<file path="src/rtl/nn_pkg.sv">
// nn_pkg: definitions shared by the neuron multiply-accumulate blocks.
//   mac_state_e : sequencing states of neuron_mac
//   acc_width() : accumulator width that cannot overflow over a full neuron
//   q_saturate(): clamps a wide signed value into a signed q_size-bit range
package nn_pkg;

    typedef enum logic [1:0] {
        ST_IDLE  = 2'd0,
        ST_ACCUM = 2'd1,
        ST_BIAS  = 2'd2
    } mac_state_e;

    // Widest value q_saturate accepts. The caller truncates the result to its own width.
    localparam int SAT_W = 128;

    // Full-precision products plus one growth bit per doubling of the element count.
    function automatic int acc_width(input int q_size, input int input_size);
        return 2 * q_size + $clog2(input_size);
    endfunction

    function automatic logic signed [SAT_W-1:0] q_saturate(
        input logic signed [SAT_W-1:0] value,
        input int                      q_size
    );
        logic signed [SAT_W-1:0] max_v;
        logic signed [SAT_W-1:0] min_v;
        max_v = (128'sd1 <<< (q_size - 1)) - 128'sd1;
        min_v = -(128'sd1 <<< (q_size - 1));
        if (value > max_v) begin
            return max_v;
        end else if (value < min_v) begin
            return min_v;
        end
        return value;
    endfunction

endpackage

</file>
<file path="src/rtl/mac_datapath.sv">
// mac_datapath: multiplier, accumulator, bias add, rescale, saturation and optional
// activation for one neuron.
// Optional feature macro: NEURON_MAC_RELU_EN (negative outputs replaced by zero).
// Ports:
//   clk, rst_n      : clock, asynchronous active-low reset
//   clear_i         : zero the accumulator (a new neuron is being accepted)
//   acc_en_i        : add serial_in_i * weight_in_i to the accumulator
//   bias_en_i       : add the bias, then register the output and pulse result_valid_o
//   serial_in_i     : signed activation
//   weight_in_i     : signed weight
//   bias_i          : signed bias
//   result_o        : signed, saturated neuron output (held between neurons)
//   result_valid_o  : one-cycle pulse when result_o updates
module mac_datapath
    import nn_pkg::*;
#(
    parameter int INPUT_SIZE = 4,
    parameter int Q_SIZE     = 16,
    parameter int Q_FRAC     = 8
) (
    input  logic                     clk,
    input  logic                     rst_n,
    input  logic                     clear_i,
    input  logic                     acc_en_i,
    input  logic                     bias_en_i,
    input  logic signed [Q_SIZE-1:0] serial_in_i,
    input  logic signed [Q_SIZE-1:0] weight_in_i,
    input  logic signed [Q_SIZE-1:0] bias_i,
    output logic signed [Q_SIZE-1:0] result_o,
    output logic                     result_valid_o
);

    localparam int ACC_W = acc_width(Q_SIZE, INPUT_SIZE);

    logic signed [2*Q_SIZE-1:0] prod;
    logic signed [ACC_W-1:0]    acc_q;
    logic signed [ACC_W-1:0]    acc_d;
    logic signed [ACC_W-1:0]    bias_ext;
    logic signed [ACC_W-1:0]    sum;
    logic signed [ACC_W-1:0]    shifted;
    logic signed [Q_SIZE-1:0]   sat_val;
    logic signed [Q_SIZE-1:0]   act_val;
    logic signed [Q_SIZE-1:0]   result_q;
    logic                       result_valid_q;

    // Operands are sign-extended to product width first so the multiply is full precision.
    assign prod     = (2*Q_SIZE)'(serial_in_i) * (2*Q_SIZE)'(weight_in_i);
    assign acc_d    = acc_q + ACC_W'(prod);

    // The bias is aligned to the product scale (2*Q_FRAC fraction bits) before adding.
    assign bias_ext = ACC_W'(bias_i) <<< Q_FRAC;
    assign sum      = acc_q + bias_ext;
    // An arithmetic shift floors toward minus infinity.
    assign shifted  = sum >>> Q_FRAC;
    assign sat_val  = Q_SIZE'(q_saturate(SAT_W'(shifted), Q_SIZE));

`ifdef NEURON_MAC_RELU_EN
    assign act_val  = sat_val[Q_SIZE-1] ? '0 : sat_val;
`else
    assign act_val  = sat_val;
`endif

    always_ff @(posedge clk or negedge rst_n) begin
        if (!rst_n) begin
            acc_q          <= '0;
            result_q       <= '0;
            result_valid_q <= 1'b0;
        end else begin
            if (clear_i) begin
                acc_q <= '0;
            end else if (acc_en_i) begin
                acc_q <= acc_d;
            end
            result_valid_q <= bias_en_i;
            if (bias_en_i) begin
                result_q <= act_val;
            end
        end
    end

    assign result_o       = result_q;
    assign result_valid_o = result_valid_q;

endmodule

</file>
<file path="src/rtl/neuron_mac.sv">
// neuron_mac: sequential fixed-point MAC neuron fed by an upstream serializer.
// Holds the FSM, element counter and control decode. Arithmetic is in mac_datapath.
// Optional feature macro: NEURON_MAC_RELU_EN (ReLU on the output, see mac_datapath).
//
//   state    | meaning
//   ---------+-----------------------------------------------------------
//   ST_IDLE  | waiting for start; counter held at 0
//   ST_ACCUM | one element per cycle, weight_addr = counter
//   ST_BIAS  | add bias, rescale, saturate; result registered at the edge
//
// Ports:
//   clk, rst_n         : clock, asynchronous active-low reset
//   start              : begin one neuron (sampled in IDLE only)
//   serializer_update  : load the serializer (first ACCUM cycle)
//   serializer_shift   : advance the serializer (remaining ACCUM cycles)
//   serial_in          : signed activation
//   weight_addr        : weight index (0 outside ACCUM)
//   weight_in          : signed weight, combinational read of weight_addr
//   bias               : signed bias, used in the BIAS cycle
//   result             : signed saturated output
//   result_valid       : one-cycle pulse when result updates
//   busy               : high in ACCUM and BIAS
module neuron_mac
    import nn_pkg::*;
#(
    parameter int INPUT_SIZE = 4,
    parameter int Q_SIZE     = 16,
    parameter int Q_FRAC     = 8
) (
    input  logic                          clk,
    input  logic                          rst_n,
    input  logic                          start,
    output logic                          serializer_update,
    output logic                          serializer_shift,
    input  logic signed [Q_SIZE-1:0]      serial_in,
    output logic [$clog2(INPUT_SIZE)-1:0] weight_addr,
    input  logic signed [Q_SIZE-1:0]      weight_in,
    input  logic signed [Q_SIZE-1:0]      bias,
    output logic signed [Q_SIZE-1:0]      result,
    output logic                          result_valid,
    output logic                          busy
);

    localparam int CNT_W = $clog2(INPUT_SIZE);
    localparam logic [CNT_W-1:0] CNT_LAST = CNT_W'(INPUT_SIZE - 1);

    mac_state_e       state_q;
    logic [CNT_W-1:0] cnt_q;
    logic             accept;
    logic             in_accum;
    logic             in_bias;

    assign in_accum = (state_q == ST_ACCUM);
    assign in_bias  = (state_q == ST_BIAS);
    assign accept   = (state_q == ST_IDLE) && start;

    always_ff @(posedge clk or negedge rst_n) begin
        if (!rst_n) begin
            state_q <= ST_IDLE;
            cnt_q   <= '0;
        end else begin
            case (state_q)
                ST_IDLE: begin
                    if (start) begin
                        state_q <= ST_ACCUM;
                        cnt_q   <= '0;
                    end
                end
                ST_ACCUM: begin
                    if (cnt_q == CNT_LAST) begin
                        state_q <= ST_BIAS;
                        cnt_q   <= '0;
                    end else begin
                        cnt_q <= cnt_q + 1'b1;
                    end
                end
                ST_BIAS: begin
                    state_q <= ST_IDLE;
                    cnt_q   <= '0;
                end
                default: begin
                    state_q <= ST_IDLE;
                    cnt_q   <= '0;
                end
            endcase
        end
    end

    assign serializer_update = in_accum && (cnt_q == '0);
    assign serializer_shift  = in_accum && (cnt_q != '0);
    assign weight_addr       = in_accum ? cnt_q : '0;
    assign busy              = in_accum || in_bias;

    mac_datapath #(
        .INPUT_SIZE (INPUT_SIZE),
        .Q_SIZE     (Q_SIZE),
        .Q_FRAC     (Q_FRAC)
    ) u_datapath (
        .clk            (clk),
        .rst_n          (rst_n),
        .clear_i        (accept),
        .acc_en_i       (in_accum),
        .bias_en_i      (in_bias),
        .serial_in_i    (serial_in),
        .weight_in_i    (weight_in),
        .bias_i         (bias),
        .result_o       (result),
        .result_valid_o (result_valid)
    );

endmodule

</file>
<file path="config.mk">
export PLATFORM = sky130hd
export DESIGN_NAME = neuron_mac
export DESIGN_NICKNAME = d
export VERILOG_FILES = /design/src/rtl/nn_pkg.sv /design/src/rtl/mac_datapath.sv /design/src/rtl/neuron_mac.sv
export SDC_FILE = /design/constraint.sdc
export NUM_CORES = 1
export LEC_CHECK = 0
export CORE_UTILIZATION = 60
export CTS_CLUSTER_SIZE = 8
export DETAILED_ROUTE_END_ITERATION = 10
export PLACE_DENSITY = 0.79
export SLEW_MARGIN = 40
export SYNTH_ARGS = -nofsm -noshare
export SYNTH_HDL_FRONTEND = slang
export SYNTH_SLANG_ARGS = --single-unit
</file>
<file path="constraint.sdc">
create_clock -name clk -period 7.2 [get_ports clk]
set_input_delay 0.72 -clock clk [delete_from_list [all_inputs] [get_ports clk]]
set_output_delay 0.72 -clock clk [all_outputs]
set_load 0.05 [all_outputs]
</file>
After elaboration in Yosys (flattened, before gate mapping)
Cells that the tools add are included.
{"block": "op_classes", "add_sub_neg": 3, "n_mul": 1, "magnitude_cmp": 2, "n_eq_ne": 5, "muxes": 14, "n_reduce_logical": 9}
{"op": "34-bit two-way mux", "n": 2}
{"op": "16-bit two-way mux", "n": 3}
{"op": "34-bit by 24-bit adder with 34-bit output", "n": 1}
{"op": "34-bit by 32-bit adder with 34-bit output", "n": 1}
{"op": "16-bit by 16-bit multiplier with 32-bit output", "n": 1}
{"op": "26-bit by 16-bit > comparator with 1-bit output (second input constant)", "n": 1}
{"op": "26-bit by 16-bit less-than comparator with 1-bit output (second input constant)", "n": 1}
{"op": "2-bit two-way mux", "n": 5}
{"op": "2-bit case mux with 2 select lines", "n": 2}
{"op": "2-bit equality test (second input constant)", "n": 2}
{"op": "2-bit logical NOT", "n": 2}
{"op": "2-bit nonzero test", "n": 2}
{"op": "1-bit logical AND", "n": 3}
{"op": "2-bit by 1-bit adder with 2-bit output (second input constant)", "n": 1}
{"op": "2-bit by 1-bit equality test with 1-bit output (second input constant)", "n": 1}
{"op": "1-bit two-way mux", "n": 2}
{"op": "2-bit by 1-bit inequality test with 1-bit output (second input constant)", "n": 1}
{"op": "2-bit inequality test (second input constant)", "n": 1}
{"op": "2-bit AND reduction", "n": 1}
{"op": "1-bit logical OR", "n": 1}
{"block": "totals", "regBits": 55, "inputBits": 51, "out_inout_bits": 22}

Depth between registers and ports, before layout
Gate-level depths: netlist of the first run.
{"block": "depth", "word_depth": 5, "depth_mapped": 25}

Modules after synthesis
A second synthesis of the first run with hierarchy kept.
{"block": "hier_totals", "cells_unflattened": 1631, "hier_area_um2": 15056.9}
{"mod": "mac_datapath", "instances": 1, "cells_per_inst": 1600, "area_each_um2": 14737.9, "seq_area_each_um2": 1276.2}
{"mod": "neuron_mac", "instances": 1, "cells_per_inst": 31, "area_each_um2": 319.1, "seq_area_each_um2": 100.1}

Least setup slack after synthesis of the first run
No wires, ideal clock.
{"block": "synth_timing", "path_kind": "input to register", "start": "input port serial_in[15]", "end": "register u_datapath.acc_q[31]", "t_arrival_ns": 6.276, "required_ns": 7.078, "setup_slack_ns": 0.803, "stages": 20, "path_buffers": 1, "path_cell_list": "clkbuf_1 > nand2_1 > inv_1 > fa_1 > fa_1 > fa_1 > fa_1 > fa_1 > inv_1 > fa_1 > inv_1 > ha_1 > a21o_1 > a21o_1 > a21oi_1 > nor3b_1 > a211oi_1 > o21ai_0 > nand3_1 > a32o_1"}
{"block": "synth_between", "elab_chain_len": 4}
{"item": "start: declaration", "line": "neuron_mac.sv:35", "source": "input logic signed [Q_SIZE-1:0] serial_in,"}
{"item": "16-bit by 16-bit multiplier with 32-bit output", "line": "mac_datapath.sv:47", "source": "assign prod = (2*Q_SIZE)'(serial_in_i) * (2*Q_SIZE)'(weight_in_i);"}
{"item": "34-bit by 32-bit adder with 34-bit output", "line": "mac_datapath.sv:48", "source": "assign acc_d = acc_q + ACC_W'(prod);"}
{"item": "34-bit two-way mux", "line": "mac_datapath.sv:71", "source": "end else if (acc_en_i) begin"}
{"item": "34-bit two-way mux", "line": "mac_datapath.sv:69", "source": "if (clear_i) begin"}
{"item": "end signal: assignment", "line": "mac_datapath.sv:65", "source": "acc_q <= '0;"}
{"item": "end signal: assignment", "line": "mac_datapath.sv:70", "source": "acc_q <= '0;"}
{"item": "end signal: assignment", "line": "mac_datapath.sv:72", "source": "acc_q <= acc_d;"}
{"item": "end: declaration", "line": "mac_datapath.sv:36", "source": "logic signed [ACC_W-1:0] acc_q;"}
No other way between the ends. The select of a mux whose other input is x is not followed.
A chain may end at the register's enable or synchronous reset.

Final worst setup path of the first run
{"block": "layout_timing", "start": "input port serial_in[5]", "end": "register u_datapath.acc_q[32]"}
Same word-level chain as after synthesis.

==> results.md, run 1 <==
* Outcome: finished, final reports clean
* Clock Skew at 0.00864 ns
* Final Critical Period at 6.91 ns
* Setup bufs post-CTS at 0
* Crit Path Category: primary input to flop
* Pre-CTS setup slack at 0.0145 ns
* DRC viols at 0
* Largest net degree at the start of global routing at 56
* Row cnt at 57
* Final period util at 0.959
* Vias per inst at 5.55
* Area grow syn2layout at 10.5%
* Post-Syn Nets at 2088
* Main combinational cell family by area after synthesis: adder cells
* Initial DRT Pass Iterations at 5
* Final wirelength at 33100 µm
* Initial Util at 0.612
* Nature of the critical path endpoint: flop
* Number of flops mapped to enable cells by yosys at 0
* Clock-pin slew on the worst setup and hold paths at 0.08 ns
* Buffers added on ports at 72
* Required @ worst endpoint at 7.39 ns
* Cts bufs inserted at 5
* Crit-path cells: clkdlybuf4s50_1 > buf_4 > and2_1 > fa_1 > fa_1 > ha_1 > fa_1 > fa_1 > inv_1 > fa_1 > inv_1 > ha_1 > a2111oi_0 > a2111o_1 > o211a_1 > o31ai_2 > a21oi_1 > o21ai_1 > xor2_1 > a22o_1
* Ys async rst share at 1.00
* Ports at 73
* Initial antenna violation count at 0
* DR iter-0 viols at 659
* Crit path max fanout at 10
* Sequential area share after synthesis at 0.0921
* Slowest CP cell: clkdlybuf4s50_1
* Total grt overflow at 0
* Worst-Margin Slew at 0.693 ns
* First-pass GRT wire length at 57300 µm
* Die Span X at 160 µm
* Die area at 25500 µm²
* Max stage delay on crit path at 0.75 ns
* Htree depth at 2
* CTS root buf: clkbuf_16
* Vias in the first global route at 12129
* Top Layer Used: met4
* Worst Hold Class: primary input to async pin
* Flops & latches, synth at 55
* Setup TNS at 0 ns
* CP dominant cell by count: fa_1
* Post-Syn Area at 14900 µm²
* Core area at 24400 µm²
* Placer Congestion at 0.892
* Synth Instances at 1598
* Fraction of layout cells with a size suffix above 1 at 0.0603
* Mux share of post-synthesis cell area at 0.00101
* RSZ-0062 raised after global routing: false
* Worst-skew pair later-pin latency at 0.30 ns
* Area of the multi-input gates at 12000 µm²
* Antenna viol nets, final at 0
* Slew HR at 0.537
* Final Hold Vio Count at 0
* CTS tree: done
* Clock Tree Buf Depth at 2
* Setup ws final at 0.292 ns
* DR WL met3 at 1190 µm
* Max-slew violations at 0
* Sequential cell area at 1380 µm²
* CP arrival at 7.10 ns
* Die Y-Extent at 160 µm
* Post-synthesis cell type count at 78
* Max Clk Rate at 145 MHz
* Dpl hpwl at 29000 µm
* Vias post-DR at 11195
* Ant. Diodes at 0
* Startpoint types: primary input
* Metal-1 WL at 13100 µm
* Final setup vio count at 0
* Post-synthesis simple-gate area fraction at 0.139
* Number of clock sinks at 55
* # fillers at 1947
* Post-synthesis compound-gate area fraction at 0.110
* Xor/xnor share of the synthesized area at 0.0322
* Ys flop type: dfrtp_1
* NumNets Final at 2181
* Global Route Usage Sum at 0.279
* Adder-cell share of the synthesized area at 0.521
* MaxCap Viol Count at 0
* Routed wl met2 at 18000 µm
* Per-cell routed wire length at 16.4 µm
* Synthesized area per cell at 9.35 µm²
* Synth Warn # at 0
==> synthesized netlist by cell type, types with 25 or more instances <==
library cell    n  area, µm²
inv_1         362       1360
fa_1          306       6130
nand2_1       159        597
ha_1          133       1660
and2_1        123        769
nor2_1         62        233
dfrtp_1        55       1380
a21oi_1        52        260
clkbuf_1       41        154
xnor2_1        35        307
a22o_1         31        272
nand3_1        25        125
==> layout make-up <==
cell class | count | share of cell area
clock buffer | 5 | 0.00758
clock inverter | 3 | 0.00280
inverter | 362 | 0.0823
multi-input combinational | 1134 | 0.728
sequential | 55 | 0.0833
tap | 324 | 0.0245
timing repair buffer | 133 | 0.0718
==> kinds of logic (layout without fill, tap and decap cells) <==
| kind of cell | after synthesis | count (layout) |
|---|---|---|
| adders and majority gates | 439 | 439 |
| and+or+nand+nor | 419 | 419 |
| buffers and inverters | 409 | 503 |
| AOI/OAI and AO/OA | 220 | 220 |
| xor gates and xnor gates | 55 | 55 |
| DFF | 55 | 55 |
| muxes | 1 | 1 |
==> metrics by stage <==
stage	hold slack, ns	cells	util	cell area, µm²
2_1_floorplan	0.424	1598	-	14900
3_3_place_gp	0.479	2007	0.669	16300
3_5_place_dp	0.491	2007	0.669	16300
4_1_cts	0.515	2015	0.676	16500
5_1_grt	0.358	2016	0.677	16500
6_report	0.339	2016	0.677	16500
==> routing by layer <==
layer,global-route usage,up-vias
met1,0.350,5691
met2,0.513,283
met4,0.0779,0
met5,0,-
met3,0.0278,68
li1,-,5153
==> worst max-delay path, delay by kind of cell <==
family          cells  cell delay, ns
fa+ha+maj           7            3.10
compound gates      7            1.95
buf+inv             4            1.07
simple gates        1            0.15
xor+xnor            1            0.10
==> worst paths after layout <==
path	to	start	slack, ns	depth (start not counted)
setup / recovery	u_datapath.acc_q[32]	serial_in[5]	0.29	20
hold / removal	u_datapath.acc_q[30]	rst_n	0.34	2
setup reg to reg	u_datapath.acc_q[32]	u_datapath.acc_q[9]	1.66	16
max in group asynchronous	u_datapath.result_o[12]	rst_n	6.38	3
min in group clk	u_datapath.result_o[0]	u_datapath.result_o[0]	0.51	2
hold reg to reg	u_datapath.result_o[0]	u_datapath.result_o[0]	0.51	2
==> cells in the final DEF, fill, tap and decap left out, types with 4 or more instances in the layout <==
cell type	n
a211oi_1	12
clkbuf_16	5
nor2_1	62
a21oi_1	51
a31oi_1	4
and2_1	123
nand4_1	6
o21ai_0	19
buf_4	60
a21o_1	24
clkdlybuf4s50_1	71
a22o_1	31
o311ai_1	6
nor3_1	12
ha_1	133
nor3b_1	5
nand2_1	159
nor2b_1	5
o21bai_1	7
nand3_1	25
inv_1	362
dfrtp_1	55
and3_1	5
o21ai_1	8
fa_1	306
xnor2_1	35
xor2_1	20
o21a_1	8
==> flip-flops by register name, summed over array words and instances, names as in the netlist <==
register                   count
cnt_q                          2
state_q                        2
u_datapath.acc_q              34
u_datapath.result_o           16
u_datapath.result_valid_o      1
==> repair_timing <==
action                                  in CTS  in global routing
hold buffers                                 0                  0
endpoints found under the setup margin       0                  1
gates resized for setup                      0                  1
Power of run 1 is not shown: default switching activity piles up to over one toggle a cycle in this logic, so the estimate is an artifact.
==> run 2, diff against run 1 <==
--- a/config.mk
+++ b/config.mk
@@ -5,6 +5,7 @@
 export SDC_FILE = /design/constraint.sdc
 export NUM_CORES = 1
 export LEC_CHECK = 0
+export ABC_CLOCK_PERIOD_IN_PS = 7200
 export CORE_UTILIZATION = 60
 export CTS_CLUSTER_SIZE = 8
 export DETAILED_ROUTE_END_ITERATION = 10
==> results of run 2 <==
No change in the layout: final DEF, timing and power equal those of run 1.
Power of run 2 is left out for the same reason.
